--- config.mk ---
export PLATFORM = sky130hd
export DESIGN_NAME = wb_arbiter
export DESIGN_NICKNAME = d
export VERILOG_FILES = /design/src/rtl/wb_arbiter.sv
export SDC_FILE = /design/constraint.sdc
export NUM_CORES = 1
export LEC_CHECK = 0
export ABC_AREA = 1
export BUFFER_PORTS_ARGS = -buffer_cell sky130_fd_sc_hd__buf_2
export CORE_AREA = 2 2 124 126
export CTS_CLUSTER_SIZE = 40
export DETAILED_ROUTE_END_ITERATION = 6
export DIE_AREA = 0 0 126 128
export GPL_TIMING_DRIVEN = 0
export SYNTH_ARGS = -nofsm -noshare
export SYNTH_HDL_FRONTEND = slang
export SYNTH_SLANG_ARGS = --single-unit
--- constraint.sdc ---
create_clock -name clk_i -period 2.2 [get_ports clk_i]
set_clock_uncertainty 0.05 [all_clocks]
set_input_delay 0.33 -clock clk_i [delete_from_list [all_inputs] [get_ports clk_i]]
set_output_delay 0.33 -clock clk_i [all_outputs]
set_load 0.01 [all_outputs]
--- src/rtl/wb_arbiter.sv ---
// ---------------------------------------------------------------------------
// wb_arbiter -- two-master Wishbone classic bus arbiter.
//
// Purpose:
//   Grants one shared Wishbone bus to master 0 or master 1. A grant lasts as
//   long as the owner keeps cyc high (no preemption). Every release passes
//   through IDLE for one cycle. Contention in IDLE goes to the master that did
//   not own the bus last (strict alternation). After reset, master 0 wins the
//   first contention. Request signals reach the bus combinationally, so a
//   granted master sees no added latency.
//
// Optional feature (macro WB_ARB_TIMEOUT_EN):
//   A 16-bit watchdog counts unacknowledged strobe cycles of the owner. When
//   it reaches TIMEOUT_CYCLES, the owner gets a one-cycle err, stb_o is forced
//   low for that cycle and the counter restarts. Without the macro there is no
//   counter, and err_o only ever mirrors err_i.
//
// Parameters:
//   TIMEOUT_CYCLES  unacked strobe cycles before the watchdog fires (1..65535)
//
// Ports:
//   clk_i, rst_ni                  clock, asynchronous active-low reset
//   mN_cyc_i/stb_i/we_i            master N bus controls (N = 0, 1)
//   mN_adr_i/dat_i/sel_i           master N address, write data, byte selects
//   mN_ack_o/err_o/dat_o           response to master N
//   cyc_o/stb_o/we_o               shared bus controls
//   adr_o/dat_o/sel_o              shared address, write data, byte selects
//   ack_i/err_i/dat_i              shared slave response
// ---------------------------------------------------------------------------
module wb_arbiter #(
  parameter int unsigned TIMEOUT_CYCLES = 255
) (
  input  logic        clk_i,
  input  logic        rst_ni,

  input  logic        m0_cyc_i,
  input  logic        m0_stb_i,
  input  logic        m0_we_i,
  input  logic [31:0] m0_adr_i,
  input  logic [31:0] m0_dat_i,
  input  logic [3:0]  m0_sel_i,
  output logic        m0_ack_o,
  output logic        m0_err_o,
  output logic [31:0] m0_dat_o,

  input  logic        m1_cyc_i,
  input  logic        m1_stb_i,
  input  logic        m1_we_i,
  input  logic [31:0] m1_adr_i,
  input  logic [31:0] m1_dat_i,
  input  logic [3:0]  m1_sel_i,
  output logic        m1_ack_o,
  output logic        m1_err_o,
  output logic [31:0] m1_dat_o,

  output logic        cyc_o,
  output logic        stb_o,
  output logic        we_o,
  output logic [31:0] adr_o,
  output logic [31:0] dat_o,
  output logic [3:0]  sel_o,
  input  logic        ack_i,
  input  logic        err_i,
  input  logic [31:0] dat_i
);

  typedef enum logic [1:0] {
    IDLE = 2'b00,
    OWN0 = 2'b01,
    OWN1 = 2'b10
  } state_e;

  state_e state_q, state_d;
  // Last owner: 1'b1 after reset so master 0 wins the first contention.
  logic   last_q, last_d;
  logic   timeout_fire_s;

  // Reject out-of-range timeout settings at elaboration time.
  if (TIMEOUT_CYCLES < 32'd1 || TIMEOUT_CYCLES > 32'd65535) begin : g_bad_timeout
    $error("wb_arbiter: TIMEOUT_CYCLES must be within 1..65535");
  end

  // Next-state and last-owner logic.
  always_comb begin
    state_d = state_q;
    last_d  = last_q;
    case (state_q)
      IDLE: begin
        if (m0_cyc_i && m1_cyc_i) begin
          // Contention: grant whichever master did not own the bus last.
          if (last_q) begin
            state_d = OWN0;
          end else begin
            state_d = OWN1;
          end
        end else if (m0_cyc_i) begin
          state_d = OWN0;
        end else if (m1_cyc_i) begin
          state_d = OWN1;
        end else begin
          state_d = IDLE;
        end
      end
      OWN0: begin
        if (!m0_cyc_i) begin
          state_d = IDLE;
          last_d  = 1'b0;
        end else begin
          state_d = OWN0;
        end
      end
      OWN1: begin
        if (!m1_cyc_i) begin
          state_d = IDLE;
          last_d  = 1'b1;
        end else begin
          state_d = OWN1;
        end
      end
      default: begin
        state_d = IDLE;
        last_d  = 1'b1;
      end
    endcase
  end

  // State and last-owner registers.
  always_ff @(posedge clk_i or negedge rst_ni) begin
    if (!rst_ni) begin
      state_q <= IDLE;
      last_q  <= 1'b1;
    end else begin
      state_q <= state_d;
      last_q  <= last_d;
    end
  end

`ifdef WB_ARB_TIMEOUT_EN
  localparam logic [15:0] TIMEOUT_LIMIT = 16'(TIMEOUT_CYCLES);

  logic [15:0] wdog_q, wdog_d;
  logic        own_stb_s;

  // Strobe of the current owner, before any watchdog masking.
  always_comb begin
    own_stb_s = 1'b0;
    case (state_q)
      OWN0:    own_stb_s = m0_stb_i;
      OWN1:    own_stb_s = m1_stb_i;
      default: own_stb_s = 1'b0;
    endcase
  end

  assign timeout_fire_s = own_stb_s && (wdog_q == TIMEOUT_LIMIT);

  // Watchdog next value: count unanswered strobes, restart on any response,
  // on firing, or whenever the bus is not (or no longer) owned.
  always_comb begin
    wdog_d = wdog_q;
    if ((state_q == IDLE) || (state_d == IDLE) || ack_i || err_i || timeout_fire_s) begin
      wdog_d = 16'h0000;
    end else if (own_stb_s) begin
      wdog_d = wdog_q + 16'h0001;
    end else begin
      wdog_d = wdog_q;
    end
  end

  // Watchdog counter register.
  always_ff @(posedge clk_i or negedge rst_ni) begin
    if (!rst_ni) begin
      wdog_q <= 16'h0000;
    end else begin
      wdog_q <= wdog_d;
    end
  end
`else
  assign timeout_fire_s = 1'b0;
`endif

  // Bus multiplexing and response routing; everything is zero in IDLE and the
  // non-owner never sees ack/err. On a watchdog fire the strobe is withheld,
  // so any ack arriving that cycle does not belong to a real transfer.
  always_comb begin
    cyc_o    = 1'b0;
    stb_o    = 1'b0;
    we_o     = 1'b0;
    adr_o    = 32'h0000_0000;
    dat_o    = 32'h0000_0000;
    sel_o    = 4'h0;
    m0_ack_o = 1'b0;
    m0_err_o = 1'b0;
    m1_ack_o = 1'b0;
    m1_err_o = 1'b0;
    case (state_q)
      OWN0: begin
        cyc_o    = m0_cyc_i;
        stb_o    = m0_stb_i & ~timeout_fire_s;
        we_o     = m0_we_i;
        adr_o    = m0_adr_i;
        dat_o    = m0_dat_i;
        sel_o    = m0_sel_i;
        m0_ack_o = ack_i & ~timeout_fire_s;
        m0_err_o = err_i | timeout_fire_s;
      end
      OWN1: begin
        cyc_o    = m1_cyc_i;
        stb_o    = m1_stb_i & ~timeout_fire_s;
        we_o     = m1_we_i;
        adr_o    = m1_adr_i;
        dat_o    = m1_dat_i;
        sel_o    = m1_sel_i;
        m1_ack_o = ack_i & ~timeout_fire_s;
        m1_err_o = err_i | timeout_fire_s;
      end
      default: begin
        cyc_o = 1'b0;
      end
    endcase
  end

  // Read data is broadcast; masters qualify it with their ack.
  assign m0_dat_o = dat_i;
  assign m1_dat_o = dat_i;

endmodule

==> summary by stage <==
Synthesis
After synthesis, the cell types taking the most area are sky130_fd_sc_hd__buf_4, sky130_fd_sc_hd__nand2_1, sky130_fd_sc_hd__a21oi_1. After synthesis the netlist holds a flip-flop and latch count of 3. Sequential elements use 4.37% of the synthesized area.

By count the netlist is led by sky130_fd_sc_hd__nand2_1, sky130_fd_sc_hd__buf_4, sky130_fd_sc_hd__a21oi_1. Synthesis instantiated 13 different standard cells from the library. The cell count after synthesis came out at 334. The most numerous cell in the Yosys netlist is sky130_fd_sc_hd__nand2_1. The cell type contributing the most total cell area after synthesis is sky130_fd_sc_hd__buf_4. The area share of the largest cell type after synthesis is 33.5%. Counting every net in the synthesized netlist gives 516. The dominant synthesized flop cell is sky130_fd_sc_hd__dfrtp_1.

In this run the cell area of the synthesized design comes to 1750 sq um. A synthesized cell averages 5.23 sq um. For this run, asynchronously set or reset flops after synthesis account for 100%. The count of flip-flops with a built-in enable after synthesis is 0. The count of warnings emitted by yosys is 0.

Cells and area
The repair_antennas step left the layout with diodes totalling 0. At the end of the flow, the number of nets in the layout was 808. Counting the fill cells in the layout gives 1726. The number of standard cells in the final layout excluding fillers is 813. The synthesis-to-finish area growth is 103%. The share of final-layout standard cells stronger than drive strength 1 is 60.8%. Once layout is done, the placed cells without fillers occupy 3540 sq um.

CTS
The clock sink count is 3. The clock latency reported for the late side of the worst-skew pair is 0.22 ns. CTS built an H-tree with a depth of 1. The clock passes through at most 2 buffers. The clock input transition at the sequential cells of the worst setup and hold paths is 0.03 ns. The number of CTS-inserted buffers is 3.

The CTS tree is built. The clock tree root buffer cell is sky130_fd_sc_hd__clkbuf_16.

Place
The HPWL after detailed placement is 7.88 mm. The worst-case setup slack after placement is 0.110 ns. Summing all placed instances gives a cell area of 3400 sq um. The placer congestion estimate is 0.761. Port buffering added 284 buffers. The instance count after placement with tap cells included is 806.

Global route
Entering global routing, the biggest net connects 11 pins. The total overflow left after global routing is 0. For met2 alone, demand over resource in global routing was 19.9%. In the global route stage, met3 resource usage came out at 1.34%. The global-route wire length before repair is 13.3 mm. The busiest layer in global routing is met2. For met1 alone, demand over resource in global routing was 11.8%.

The via count of the first global-routing pass is 2769. Global routing consumed, over all layers together, 10.1% of the routing resources. The initial antenna violation count came to 0.

Route
In the routed layout, each cell is associated on average with a via count of 3.71. The count of TritonRoute iterations in the first routing pass is 4. The wire length per cell after detailed routing is 11.6 microns. In the routed design, unresolved DRC markers number 0. In this run, the number of DRC markers left after iteration 0 of detailed routing was 94.

In this run the remaining antenna-violating nets after routing total 0. The total via count after detailed routing is 3016. The sum of routed wire length over all layers is 9.42 mm.

Timing
Of the available clock period, the critical path in the final layout requires 95.7%. Timing would allow up to 475 MHz. Hold timing on the final database bottoms out at a slack of 0.306 ns.

Setup repair after global routing could not meet its margin everywhere. The final-report max-slew violation count is 0. In this run the tightest slew margin relative to its limit is 83.8%. Setup violations remaining at the end of the flow were counted as 0. Once routing completed, OpenROAD measured the worst setup slack at 0.0940 ns. The worst-margin pin slew is 0.243 ns. The post-route minimum period is 2.11 ns. The hold violation count in the final report is 0.

Run
Max-cap violations in this run came to 0.

Hold path
The startpoint of the most critical hold path is m1_cyc_i. The worst min-delay path class is in2reg. The worst hold path endpoint is state_q[1]. Along the worst hold path, the cell count comes to 3.

Critical path
The startpoint identified for the worst register-to-register timing path is state_q[0]. For the worst flop-to-flop path, the logic depth is 6. In this run the register-to-register setup slack is 0.88 ns. The worst setup path is captured at an output pin.

The top fanout value on the critical path is 10. The signal on the critical path passes through inv_1 -> ha_1 -> inv_2 -> clkbuf_2 -> a21oi_1 -> buf_2. The cell with the largest stage delay on the worst path is sky130_fd_sc_hd__dfrtp_1. The data required time of the worst path is 1.82 ns. STA classifies the critical path startpoint as a flop. The maximum cell stage delay along the critical path is 0.37 ns. In this run the critical register-to-register path is captured at state_q[1]. By startpoint and endpoint, the worst setup path is classified as reg2out.

For the worst setup path, the data arrival time is 1.73 ns.

Floorplan
The initialized floorplan defines 45 standard-cell rows. The y dimension of the die is 128 microns. The die is 126 microns wide. Pin placement for this block handled 317 I/O pins. The placeable core area is 14900 sq um.

The effective utilization at floorplan is 11.7%. The die covers 16100 sq um.

Pwr
The maximum resistive drop on vdd is 0.380 mV. The static leakage power is 2.08 nW. The total power density per cell area is 966 nW/um^2.

Status
The flow ran to the end, and the final reports show no timing, DRC or antenna violations.
==> registers in the layout, summed over array words and instances (netlist names) <==
name,count
state_q,2
last_q,1
==> logic make-up (layout without fill, tap and decap cells) <==
family,Yosys count,in the layout,synth area share (%)
AOI/OAI and AO/OA,73,73,20.9
adders and majority gates,4,4,2.87
buffers and inverters,98,389,38.1
and+or+nand+nor,156,156,33.8
DFF,3,3,4.37
==> power breakdown <==
group / internal, mW / total, mW / switching, mW
clock network: 0.239 / 0.291 / 0.0516
registers: 0.0913 / 0.115 / 0.0240
logic: 1.14 / 3.02 / 1.87
==> how the worst max path moves through the flow <==
stage / start / endpoint / slack, ns
4_1_cts: state_q[0] / dat_o[25] / 0.009
6_report: state_q[0] / dat_o[25] / 0.09
2_1_floorplan: state_q[0] / adr_o[0] / 0.64
3_3_place_gp: state_q[0] / dat_o[24] / 0.10
5_1_grt: state_q[0] / adr_o[29] / -0.02
3_5_place_dp: state_q[0] / dat_o[24] / 0.11
==> worst max-delay path: cells and delay by family, from the launching register on <==
family	cells	cell delay [ns]
compound gates	1	0.10
fa+ha+maj	1	0.30
flops	1	0.37
buf+inv	4	0.71
==> cell usage in the layout, fill, tap and decap left out, drive strengths merged <==
cell,n
ha,4
clkbuf,9
dfstp,1
dfrtp,2
nand2,153
buf,368
nand3,1
a21oi,73
nand4,1
inv,11
nor2,1
dlygate4sd3,1
==> metrics by stage <==
step           power [mW]  setup TNS, ns  util (%)
3_3_place_gp         3.08              0      22.9
5_1_grt              3.80        -0.0266      23.8
3_5_place_dp         3.09              0      22.9
6_report             3.42              0      23.8
4_1_cts              3.44              0      23.6
2_1_floorplan        1.87              0         -
==> layer usage <==
metal / part of all wire, % / routed length [microns] / up-vias
met5: 0 / 0 / -
met4: 0.57 / 54 / 0
met3: 7.8 / 735 / 6
met2: 51 / 4770 / 167
met1: 41 / 3860 / 1276
li1: - / - / 1567
==> final cells by class <==
cell class                 instances  area, sq um  share of cell area, %
buffer                            87          652                   18.4
clock buffer                       4         78.8                   2.23
inverter                          11         41.3                   1.17
multi-input combinational        233         1010                   28.6
sequential                         3         76.3                   2.16
tap                              188          235                   6.64
timing repair buffer             287         1450                   40.8
==> what timing repair did <==
action                     CTS  global route
hold endpoints to repair     2             0
cloned                       0             1
setup buffers                0             1
setup endpoints to repair   52            29
resized for setup            7            12
hold buffers                 1             0
Power figures use the tool's default switching activity.
